## config.mk

```make
export PLATFORM = sky130hd
export DESIGN_NAME = instruction_fetch
export DESIGN_NICKNAME = d
export VERILOG_FILES = /design/src/rtl/instruction_fetch.sv
export SDC_FILE = /design/constraint.sdc
export NUM_CORES = 1
export LEC_CHECK = 0
export ABC_AREA = 1
export BUFFER_PORTS_ARGS = -buffer_cell sky130_fd_sc_hd__buf_4
export CAP_MARGIN = 20
export CORE_ASPECT_RATIO = 0.8
export CORE_UTILIZATION = 57
export CTS_BUF_LIST = sky130_fd_sc_hd__clkbuf_4 sky130_fd_sc_hd__clkbuf_8
export CTS_CLUSTER_DIAMETER = 120
export DETAILED_ROUTE_END_ITERATION = 16
export MAX_ROUTING_LAYER = met4
export PLACE_DENSITY = 0.93
export SLEW_MARGIN = 40
export SYNTH_ARGS = -nofsm -noshare
export SYNTH_HDL_FRONTEND = slang
export SYNTH_SLANG_ARGS = --single-unit
```

## constraint.sdc

```tcl
create_clock -name Clock -period 4.28 [get_ports Clock]
set_input_delay 0.856 -clock Clock [delete_from_list [all_inputs] [get_ports Clock]]
set_output_delay 0.856 -clock Clock [all_outputs]
set_load 0.05 [all_outputs]
```

## src/rtl/instruction_fetch.sv

```systemverilog
// instruction_fetch: PC/IR fetch stage with branch redirect, stall, halt and sticky address fault.
module instruction_fetch #(
  parameter logic [23:0] RESET_PC = 24'h000000,
  parameter int MEM_BYTES = 128
) (
  input  logic        Clock,
  input  logic        Reset,
  input  logic        Stall,
  input  logic        BranchTaken,
  input  logic [23:0] BranchTarget,
  input  logic [23:0] InstrIn,
  output logic [23:0] PC,
  output logic [23:0] InstrOut,
  output logic [23:0] PCOut,
  output logic [23:0] PCPlus3,
  output logic        Valid,
  output logic        Halted,
  output logic        Fault,
  output logic [15:0] FetchCount
);
  typedef enum logic [1:0] {RUN, HALT, FAULT} state_t;
  localparam logic [23:0] LAST_PC = 24'(MEM_BYTES - 3);
  state_t state, state_n;
  logic [23:0] pc_n, ir_n, pc_out_n;
  logic [15:0] cnt_n;
  logic valid_n, halt_op;
  assign halt_op = InstrIn[23:20] == 4'hF;
  always_comb begin
    state_n = state;
    pc_n = PC;
    ir_n = InstrOut;
    pc_out_n = PCOut;
    cnt_n = FetchCount;
    valid_n = 1'b0;
    if (state == RUN) begin
      if (PC > LAST_PC) state_n = FAULT;
      else if (BranchTaken) pc_n = BranchTarget;
      else if (Stall) valid_n = Valid;
      else begin
        ir_n = InstrIn;
        pc_out_n = PC;
        valid_n = 1'b1;
        cnt_n = &FetchCount ? FetchCount : FetchCount + 16'd1;
        pc_n = halt_op ? PC : PC + 24'd3;
        state_n = halt_op ? HALT : RUN;
      end
    end
  end
  always_ff @(posedge Clock or negedge Reset) begin
    if (!Reset) begin
      state <= RUN;
      PC <= RESET_PC;
      InstrOut <= '0;
      PCOut <= '0;
      Valid <= 1'b0;
      FetchCount <= '0;
    end else begin
      state <= state_n;
      PC <= pc_n;
      InstrOut <= ir_n;
      PCOut <= pc_out_n;
      Valid <= valid_n;
      FetchCount <= cnt_n;
    end
  end
  assign PCPlus3 = PCOut + 24'd3;
  assign Halted = state == HALT;
  assign Fault = state == FAULT;
endmodule

```

# Yosys cells after proc, flatten, opt, wreduce, memory -nomap -nowiden
# Index checks and enable logic that the tools add are counted.
[classes]
bitwise_logic = 4
mux = 11
n_reduce_logical = 6
order_cmp = 1
add_sub_neg = 3
eq_ne = 8
[op_table]
columns = ["cell", "count"]
rows = [
  ["two-way mux 24 bit", 3],
  ["adder 24 x 2 -> 24 bit (second input constant)", 2],
  ["> comparator 24 x 7 -> 1 bit (second input constant)", 1],
  ["adder 16 x 1 -> 16 bit (second input constant)", 1],
  ["AND reduction 16 bit", 1],
  ["AND reduction 4 bit", 2],
  ["two-way mux 2 bit", 3],
  ["inequality test 2 x 1 -> 1 bit (second input constant)", 3],
  ["two-way mux 1 bit", 5],
  ["AND reduction 5 bit", 1],
  ["== test 4 bit (second input constant)", 1],
  ["inequality test 4 x 3 -> 1 bit (second input constant)", 1],
  ["NOT 1 bit", 4],
  ["AND reduction 3 bit", 1],
  ["== test 2 x 1 -> 1 bit (second input constant)", 1],
  ["== test 2 bit (second input constant)", 1],
  ["zero test 2 bit", 1],
  ["inequality test 2 bit (second input constant)", 1],
]
[word_totals]
output_inout_bits = 115
elab_cells = 39
regBits = 91

# Longest topological paths before layout
[logic_depth]
ltp_word = 5
ltp_mapped = 13
depth_no_buf = 12

# Worst setup path after synthesis
# Ideal clock, no wire load.
[synth_path]
kind = "register to output"
from = "reg PCOut[0]"
to = "out PCPlus3[12]"
required_time_ns = 3.424
path_stages_with_launch = 9
path_slack_ns = 0.478
arrival_time_ns = 2.946
cell_sequence = "dfrtp_1 -> inv_1 -> ha_1 -> inv_1 -> nand3_1 -> nor3_4 -> nand3_1 -> nor3_2 -> xor2_1"
[synth_between]
elab_chain_cells = 1
[synth_rtl]
columns = ["item", "line", "text"]
rows = [
  ["start: declaration", "14", "output logic [23:0] PCOut,"],
  ["start signal: assignment", "61", "PCOut <= pc_out_n;"],
  ["adder 24 x 2 -> 24 bit", "66", "assign PCPlus3 = PCOut + 24'd3;"],
  ["end: declaration", "15", "output logic [23:0] PCPlus3,"],
]
# Every way passes these cells.

# Final worst setup path
[layout_path]
from = "reg PCOut[0]"
to = "out PCPlus3[10]"
# The elaborated chain is that of the path after synthesis.

==> flow_summary.yaml <==
logic_synthesis:
  synth_top_cells_by_count: "nand2_1 (283), nor2_1 (101), dfrtp_1 (91)"
  syn_inst: 738
  yosysTopAreaCell: "dfrtp_1"
  syn_nets: 794
  yosysMostFrequentCell: "nand2_1"
  synth_edf_count: 0
  synth.distinct_cells: 34
  synth_seq_area_share_pct: 43.5
  synth-warning-count: 0
  async_reset_ff_share_pct: 100
  syn_area_um2: 5240
  ys_seq_elements: 91
  synthTopCellsByArea: "dfrtp_1 (43%), nand2_1 (20%), nor2_1 (7.2%)"
  avgSynthCellArea_um2: 7.10
  yosys_most_used_dff: "dfrtp_1"
  synth_top_area_share_pct: 43.5
final_layout:
  fillCellCount: 686
  drive_gt1_share_pct: 22.3
  n_antenna_cell: 0
  multi_input_area_um2: 2570
  area_delta_synth_final_pct: 29.3
  layout.nets: 956
  seq_area_um2: 2280
  final_cell_count_no_fill: 1015
  final_core_util_pct: 77.8
setup_path:
  cp_max_fo: 5
  critPathRequiredTime_ns: 3.42
  path_class: "reg2out"
  critPathLaunchType: "flip-flop"
  critPathCaptureType: "output pin"
  arrival_ns: 2.60
cts:
  cts.repair.resized: 0
  clkLatencyLatePin_ns: 0.36
  clk_pin_slew_ns: 0.09
  cts_buffers: 9
  cts_hold_buf: 0
  tritoncts: "yes"
  post-cts-setup-buffers: 0
  htree_levels: 3
  cts_buffer_depth: 2
  cts_root_buf: "clkbuf_8"
  cts.sinks: 91
sta:
  tightest_slew_ns: 0.719
  skew_ns: 0.0120
  fin_crit_ns: 3.46
  finalHoldViolations: 0
  final-setup-viol-count: 0
  fmax_mhz: 289
  fin_crit_sh_pct: 80.8
  setup_slack_ns: 0.821
  rsz0062_at_grt: "no"
  setup_tns_ns: 0
  drv_slew: 0
  slew_headroom_pct: 51.9
power:
  p_leak_nw: 3.77
  p_total_mw: 1.59
  power_density_nw_per_um2: 235
  peakVddDrop_mv: 0.180
status:
  status: "finished, final reports clean"
floorplan:
  start_util_pct: 60.2
  dieArea_um2: 9580
  die_h_um: 87.8
  coreArea_um2: 8710
  dieWidth_um: 109
  num_rows: 30
  ios: 167
drt:
  routed_wl_um: 15400
  wl_per_cell_um: 15.2
  postRouteAntennaNets: 0
  drtPass1Iterations: 5
  vias_per_cell: 5.54
  dr_total_vias: 5625
  drt_iter0_markers: 481
  drc: 0
placed_design:
  post-place-ws_ns: 1.23
  place_congestion: 0.974
  dp_hpwl_um: 11300
  place_inst: 1000
  port_buffers: 166
job:
  maxCapViolations: 0
min_path:
  min_path_type: "in2async"
global_routing:
  antenna_found_initial: 0
  grt_max_degree: 59
  grtUsageTotal_pct: 33.6
  grt-ovfl-total: 0
  grt_pass1_wl_um: 24100
  grt_pass1_vias: 5019
## where the power goes
group | internal, mW | switching, mW
clock network | 0.362 | 0.292
logic | 0.0384 | 0.0430
registers | 0.859 | 0
total | 1.26 | 0.335
## state kept, by name (all words and copies together), names as in the netlist
register / flops
Valid: 1
PCOut: 24
InstrOut: 24
PC: 24
state: 2
FetchCount: 16
## final cells by class
type | instances | share of cell area, %
Multi-Input combinational cell | 554 | 38.0
Timing Repair Buffer | 170 | 19.0
Tap cell | 112 | 2.07
Inverter | 74 | 4.10
Sequential cell | 91 | 33.6
Clock inverter | 2 | 0.887
Clock buffer | 12 | 2.35
## through the flow
| stage | cell area, um^2 | hold slack (ns) |
|---|---|---|
| 2_1_floorplan | 5240 | 0.471 |
| 3_3_place_gp | 6540 | 0.470 |
| 3_5_place_dp | 6540 | 0.474 |
| 4_1_cts | 6750 | 0.497 |
| 5_1_grt | 6770 | 0.405 |
| 6_report | 6770 | 0.395 |
## metal layers
layer / share of wire [%] / GRT usage [%]
met3: 9.6 / 7.59
met2: 47 / 51.1
met4: 2.2 / 11.4
met5: 0 / -
met1: 42 / 44.6
## worst paths after layout
path / cells after the start / slack (ns) / to / from
setup / recovery: 9 / 0.82 / PCPlus3[10] / PCOut[0]$_DFFE_PN0P_
hold / removal: 1 / 0.40 / PC[23]$_DFFE_PN0P_ / Reset
setup reg to reg: 13 / 1.13 / InstrOut[0]$_DFFE_PN0P_ / PC[0]$_DFFE_PN0P_
hold reg to reg: 2 / 0.49 / InstrOut[16]$_DFFE_PN0P_ / InstrOut[16]$_DFFE_PN0P_
max in group asynchronous: 2 / 3.11 / PCOut[10]$_DFFE_PN0P_ / Reset
min in group Clock: 2 / 0.49 / InstrOut[16]$_DFFE_PN0P_ / InstrOut[16]$_DFFE_PN0P_
## critical path, stage by stage (launching register included)
cell	delay, ns
dfrtp_1	0.42
inv_1	0.10
ha_1	0.24
inv_1	0.10
nand3_1	0.15
nor3_4	0.26
nand3_1	0.20
nor2_1	0.28
xor2_1	0.24
buf_4	0.24
## cells in the final DEF (no fill, tap or decap), drive strengths merged
master / instances
o21a: 1
mux2i: 1
o21bai: 2
nand3: 46
a31oi: 1
clkbuf: 12
buf: 170
nand3b: 1
nor3: 14
ha: 4
inv: 74
xor2: 24
nor4: 2
xnor2: 7
nand4: 25
nand2: 285
and2: 1
a21oi: 2
o21ai: 31
bufinv: 2
nor2: 107
dfrtp: 91
## logic make-up after synthesis
logic type,after synthesis,share of synthesized area (%)
buffers and inverters,93,7.47
and+or+nand+nor,481,39.0
xor gates and xnor gates,31,5.18
DFF,91,43.5
muxes,1,0.191
AOI/OAI and AO/OA,37,3.70
adders and majority gates,4,0.955
No activity file was read; power rests on OpenSTA's default activity.
